**src/rtl/encoder_pkg.sv**
```systemverilog
// encoder_pkg
//   Shared types and constants for the 4-to-2 sequential encoder slice.
//   Holds the two-state machine enum, the 2-bit index type, the reset
//   value of the round-robin pointer and a capture-request helper.
//   Optional feature macro used by the slice: ENCODER_RR_EN.
package encoder_pkg;

  typedef enum logic {
    IDLE = 1'b0,
    HOLD = 1'b1
  } state_t;

  typedef logic [1:0] idx_t;

  // After reset the pointer sits on 3 so the first search starts at D0.
  localparam idx_t RR_PTR_RST = 2'b11;

  // A capture needs both the enable and at least one request bit.
  function automatic logic is_capture(input logic en, input logic [3:0] d);
    return en && (d != 4'b0000);
  endfunction

endpackage

```
**src/rtl/encoder_4_to_2_seq_if.sv**
```systemverilog
// encoder_4_to_2_seq_if
//   Bundles the request side (EN, D), the downstream handshake (V, RDY)
//   and the status outputs (A, ERR, DROP_CNT) of encoder_4_to_2_seq.
//   Modports:
//     master : drives EN, D, RDY; observes A, V, ERR, DROP_CNT
//     slave  : the encoder itself
//   Parameter DROP_W sets the width of DROP_CNT and must match the
//   encoder's DROP_W.
interface encoder_4_to_2_seq_if
  import encoder_pkg::*;
#(
  parameter int DROP_W = 8
);

  logic              EN;
  logic [3:0]        D;
  logic              RDY;
  idx_t              A;
  logic              V;
  logic              ERR;
  logic [DROP_W-1:0] DROP_CNT;

  modport master (
    output EN, D, RDY,
    input  A, V, ERR, DROP_CNT
  );

  modport slave (
    input  EN, D, RDY,
    output A, V, ERR, DROP_CNT
  );

endinterface

```
**src/rtl/prio_pick4.sv**
```systemverilog
// prio_pick4
//   Combinational priority search over a 4-bit request vector.
//   Ports:
//     vec   in  4  request vector
//     start in  2  first index examined (round-robin build only)
//     idx   out 2  index of the selected request
//     multi out 1  two or more bits of vec are set
//   ENCODER_RR_EN defined   : search starts at 'start' and walks upward
//                             with wrap; first set bit wins.
//   ENCODER_RR_EN undefined : fixed priority, highest set bit wins and
//                             'start' is not used.
module prio_pick4
  import encoder_pkg::*;
(
  input  logic [3:0] vec,
  input  idx_t       start,
  output idx_t       idx,
  output logic       multi
);

`ifdef ENCODER_RR_EN
  logic [7:0] dbl;
  logic [3:0] rot;
  idx_t       off;

  // Rotate the vector so 'start' lands on bit 0, take the lowest set
  // bit of the rotated copy and rotate the answer back.
  always_comb begin
    dbl = {vec, vec};
    rot = dbl[start +: 4];
    off = '0;
    for (int i = 3; i >= 0; i--) begin
      if (rot[i]) off = 2'(i);
    end
    idx = start + off;
  end
`else
  logic unused_start;
  assign unused_start = ^start;

  // Later (higher) set bits overwrite earlier ones, so D3 wins.
  always_comb begin
    idx = '0;
    for (int i = 0; i < 4; i++) begin
      if (vec[i]) idx = 2'(i);
    end
  end
`endif

  // Clearing the lowest set bit leaves something only if two or more were set.
  assign multi = (vec & (vec - 4'd1)) != 4'd0;

endmodule

```
**src/rtl/encoder_4_to_2_seq.sv**
```systemverilog
// encoder_4_to_2_seq
//   Registered 4-to-2 encoder with a valid/ready output beat.
//   A capture request (EN=1, D!=0) loads A/ERR and raises V; the beat is
//   held until RDY. Captures refused while stalled bump a saturating
//   drop counter.
//   Ports:
//     clk    in   clock, rising edge
//     rst_n  in   asynchronous active-low reset
//     bus    slave modport of encoder_4_to_2_seq_if
//              EN, D, RDY in; A, V, ERR, DROP_CNT out
//   Parameter DROP_W: width of DROP_CNT (default 8).
//   Macro ENCODER_RR_EN: round-robin priority instead of fixed D3..D0.
module encoder_4_to_2_seq
  import encoder_pkg::*;
#(
  parameter int DROP_W = 8
) (
  input logic                 clk,
  input logic                 rst_n,
  encoder_4_to_2_seq_if.slave bus
);

  localparam logic [DROP_W-1:0] DROP_MAX = '1;

  state_t state;
  logic   cap_req;
  idx_t   pick_start;
  idx_t   pick_idx;
  logic   pick_multi;

  assign cap_req = is_capture(bus.EN, bus.D);

`ifdef ENCODER_RR_EN
  idx_t rr_ptr;

  // On a transfer edge the pointer is about to become the outgoing A, so
  // a beat loaded on that same edge must already search from A+1.
  assign pick_start = ((state == HOLD && bus.RDY) ? bus.A : rr_ptr) + 2'd1;
`else
  assign pick_start = '0;
`endif

  prio_pick4 u_pick (
    .vec   (bus.D),
    .start (pick_start),
    .idx   (pick_idx),
    .multi (pick_multi)
  );

  // IDLE/HOLD machine; V, A, ERR and DROP_CNT are all registered here.
  always_ff @(posedge clk or negedge rst_n) begin
    if (!rst_n) begin
      state        <= IDLE;
      bus.V        <= 1'b0;
      bus.A        <= 2'b00;
      bus.ERR      <= 1'b0;
      bus.DROP_CNT <= '0;
`ifdef ENCODER_RR_EN
      rr_ptr       <= RR_PTR_RST;
`endif
    end else begin
      case (state)
        IDLE: begin
          if (cap_req) begin
            bus.A   <= pick_idx;
            bus.ERR <= pick_multi;
            bus.V   <= 1'b1;
            state   <= HOLD;
          end
        end
        HOLD: begin
          if (bus.RDY) begin
`ifdef ENCODER_RR_EN
            rr_ptr <= bus.A;
`endif
            if (cap_req) begin
              bus.A   <= pick_idx;
              bus.ERR <= pick_multi;
            end else begin
              bus.V <= 1'b0;
              state <= IDLE;
            end
          end else if (cap_req && bus.DROP_CNT != DROP_MAX) begin
            bus.DROP_CNT <= bus.DROP_CNT + DROP_W'(1);
          end
        end
        default: begin
          state <= IDLE;
          bus.V <= 1'b0;
        end
      endcase
    end
  end

endmodule

```
**src/flat_wrapper.sv**
```systemverilog
// flat-port wrapper written by rule: the top's interface ports become plain ports
module encoder_4_to_2_seq_flat import encoder_pkg::*;
#(
  parameter int DROP_W = 8
)
  (clk, rst_n, bus_EN, bus_D, bus_RDY, bus_A, bus_V, bus_ERR, bus_DROP_CNT);
  encoder_4_to_2_seq_if #(.DROP_W(DROP_W)) bus_i ();
  input logic clk;
  input logic rst_n;
  input wire logic [$bits(bus_i.EN)-1:0] bus_EN;
  input wire logic [$bits(bus_i.D)-1:0] bus_D;
  input wire logic [$bits(bus_i.RDY)-1:0] bus_RDY;
  output wire logic [$bits(bus_i.A)-1:0] bus_A;
  output wire logic [$bits(bus_i.V)-1:0] bus_V;
  output wire logic [$bits(bus_i.ERR)-1:0] bus_ERR;
  output wire logic [$bits(bus_i.DROP_CNT)-1:0] bus_DROP_CNT;
  assign bus_i.EN = bus_EN;
  assign bus_i.D = bus_D;
  assign bus_i.RDY = bus_RDY;
  assign bus_A = bus_i.A;
  assign bus_V = bus_i.V;
  assign bus_ERR = bus_i.ERR;
  assign bus_DROP_CNT = bus_i.DROP_CNT;
  encoder_4_to_2_seq #(.DROP_W(DROP_W)) u_core (.clk(clk), .rst_n(rst_n), .bus(bus_i));
endmodule
```
**config.mk**
```make
export PLATFORM = sky130hd
export DESIGN_NAME = encoder_4_to_2_seq_flat
export DESIGN_NICKNAME = d
export VERILOG_FILES = /design/src/rtl/encoder_pkg.sv /design/src/rtl/encoder_4_to_2_seq_if.sv /design/src/rtl/prio_pick4.sv /design/src/rtl/encoder_4_to_2_seq.sv /design/src/flat_wrapper.sv
export SDC_FILE = /design/constraint.sdc
export NUM_CORES = 1
export LEC_CHECK = 0
export BUFFER_PORTS_ARGS = -buffer_cell sky130_fd_sc_hd__buf_2
export CAP_MARGIN = 10
export CORE_AREA = 2 2 39 41
export CTS_CLUSTER_DIAMETER = 200
export DETAILED_ROUTE_END_ITERATION = 6
export DIE_AREA = 0 0 41 43
export PLACE_DENSITY_LB_ADDON = 0.3
export SYNTH_ARGS = -nofsm -noshare
export SYNTH_HDL_FRONTEND = slang
export SYNTH_SLANG_ARGS = --single-unit
```
**constraint.sdc**
```tcl
create_clock -name clk -period 4.4 [get_ports clk]
set_clock_uncertainty 0.2 [all_clocks]
set_input_delay 0.44 -clock clk [delete_from_list [all_inputs] [get_ports clk]]
set_output_delay 0.44 -clock clk [all_outputs]
set_load 0.1 [all_outputs]
```
==> impl_results.md <==
- Commonest cells after routing, fill and taps aside: buf_2 (19), dfrtp_1 (13), nand2_1 (8), xor2_1 (5), nor2_1 (4)
- Critical Path Start Type: flop
- Yosys reg bits: 13
- CTS Sinks: 13
- Leakage: approximately 0.41 nW
- Hold crit path type: input pin to flop
- Worst slew pin tran: slightly below 0.5 ns
- CP Buf/Inv Count: 1
- CTS Buffer Depth: 2
- Post-CTS Resized: 0
- Netlist cell types: 21
- RSZ-0062 raised after global routing: no
- Synthesized cell area: between 600 and 700 sq um
- First-pass GRT wire length: 1.88 mm
- Slew Limit Headroom: 68.0%
- Clk slew on worst S/H paths: 0.08 ns
- DR iter-0 viols: 4
- CTS tree: built
- PD cells: 719 nW/um^2
- GRT Resource Usage Total: 16.1%
- Drt wl/cell: ~12 um
- CTS root buf: clkbuf_4
- Fmax: 0.553 GHz
- Yosys warning count: 0
- Fin. max-slew vios: 0
- CP Cell Sequence: buf_2
- Worst Path Required: 3.76 ns
- Die H: 43 um
- Largest net degree at the start of global routing: 14
- Drt drc: 0
- Outcome: finished, final reports clean
- Fraction of layout cells with a size suffix above 1: 33.3%
- # diodes: 0
- Max Cap Viol: 0
- Worst EP arrival: ~1.2 ns
- Power consumption: 0.561 mW
- Layout net count: 91
- DRT Pass-1 Iters: 2
- Via count: between 400 and 500
- Primary FF master, synth: dfrtp_1
- Syn_nets: 66
- Post-DR vias/cell: 5.09
- GPL Wtd Cong: 0.679
- # setup viols final: 0
- Syn Inst Count: 57
- Core box area: 1380 sq um
- Final core occ: 56.3%
- Die width: 41 um
- Final Cycle Share: about 41%
- Setup TNS Final: 0 ns
- Tmin final: 1.81 ns
- Global route total overflow: 0
- WL final: approximately 1.1 mm
- Most common cell after layout, fill and taps aside: buf_2
- HPWL after DPL: between 800 and 900 um
- Post-synth EDFFs: 0
- PortBufs: 19
- Htree depth: 1
- Critical path class: flop to output pin
- Worst path slowest cell: buf_2
- Final hold violation count: 0
- Initial antenna violation count: 0
- Std-Cell Rows: 14
- Area growth syn-to-layout: 24.4%
- Crit path max fanout: 5
- Clk_lat worst skew: approximately 0.28 ns
- Async S/R FF share, synth: 100%
- Vias in the first global route: 472
- Post-synthesis sequential area ratio: 51.9%
- Final ANT Viol Nets: 0
- VDD IR max: 0.000354 V
- Starting Density: a little under half
- Num CTS Buffers: 3
- Cell family with most CP delay: buffers and inverters
- Avg Cell Area, Syn: about 11 sq um
- Top Ports: 20
- CP peak stage delay: around 0.46 ns
- Crit. End Element: output pin
- Die area: roughly 1800 sq um
## cell usage after synthesis, drive strengths merged (2+ instances only)
master | n | area, sq um
nand4 | 2 | 12.5
xnor2 | 2 | 17.5
a21oi | 3 | 15.0
nand2 | 8 | 30.0
nor2 | 4 | 15.0
nand2b | 2 | 12.5
inv | 3 | 11.3
nand3 | 2 | 10.0
a211oi | 2 | 15.0
dfrtp | 13 | 325
xor2 | 5 | 43.8
o21ai | 2 | 10.0
## final cells by class
type	count	area, sq um
multi-input cells	41	290
inverters	3	11.3
repair buffers	20	105
fillers	134	604
clock inverters	1	5.00
clock buffers	3	22.5
well taps	16	20.0
flip-flops and latches	13	325
## power breakdown
| group | total (mW) | internal, mW | switching, mW |
|---|---|---|---|
| Sequential | 0.181 | 0.148 | 0.0332 |
| Clock | 0.0747 | 0.0337 | 0.0410 |
| Combinational | 0.304 | 0.0534 | 0.251 |
## metal layers
metal,vias to the layer above,global-route usage [%],routed length [um]
met4,0,8.00,31
met2,16,24.7,538
met1,226,19.7,492
met3,4,4.71,76
met5,-,0,0
li1,248,-,-
## final timing paths
check | start | to | slack (ns) | cells after the start
max | u_core.bus.DROP_CNT[2]$_DFFE_PN0P_ | bus_DROP_CNT[2] | 2.59 | 1
min | bus_RDY | u_core.state$_DFF_PN0_ | 0.27 | 3
max reg2reg | u_core.bus.DROP_CNT[0]$_DFFE_PN0P_ | u_core.bus.DROP_CNT[7]$_DFFE_PN0P_ | 2.71 | 5
min reg2reg | u_core.bus.A[0]$_DFFE_PN0P_ | u_core.bus.A[0]$_DFFE_PN0P_ | 0.28 | 2
max in group asynchronous | rst_n | u_core.bus.DROP_CNT[3]$_DFFE_PN0P_ | 3.42 | 2
min in group asynchronous | rst_n | u_core.bus.A[0]$_DFFE_PN0P_ | 0.37 | 2
## cells by family after synthesis
family | count (synthesis) | share of synthesized area (%)
simple gates | 22 | 17.8
fa+ha+maj | 1 | 2.00
buf+inv | 3 | 1.80
xor+xnor | 7 | 9.78
flops | 13 | 51.9
compound gates | 10 | 14.4
mux | 1 | 2.39
## stage by stage
step           setup slack [ns]  instance area, sq um  instances  hold WS [ns]
6_report                   2.59                   779         97         0.267
5_1_grt                    2.54                   779         97         0.290
4_1_cts                    2.58                   779         97         0.272
3_5_place_dp               2.51                   742         92         0.141
3_3_place_gp               2.53                   742         92         0.140
2_1_floorplan              2.06                   627         57       -0.0556
## timing repair
| item | 4_1_cts | 5_1_grt |
|---|---|---|
| endpoints found under the hold margin | 13 | 0 |
| buffers inserted | 0 | 0 |
| hold buffers | 1 | 0 |
| endpoints found under the setup margin | 0 | 0 |
## registers in the layout, indices dropped and copies added, names as in the netlist
| signal | cells |
|---|---|
| u_core.bus.DROP_CNT | 8 |
| u_core.bus.A | 2 |
| u_core.bus.ERR | 1 |
| u_core.bus.V | 1 |
| u_core.state | 1 |
## worst register-to-register path: stages (launching register included)
cell	delay [ns]
dfrtp_1	0.42
ha_1	0.24
nand3_1	0.13
o211ai_4	0.14
nor4_2	0.31
xor2_1	0.17
(Power assumes the default switching activity.)
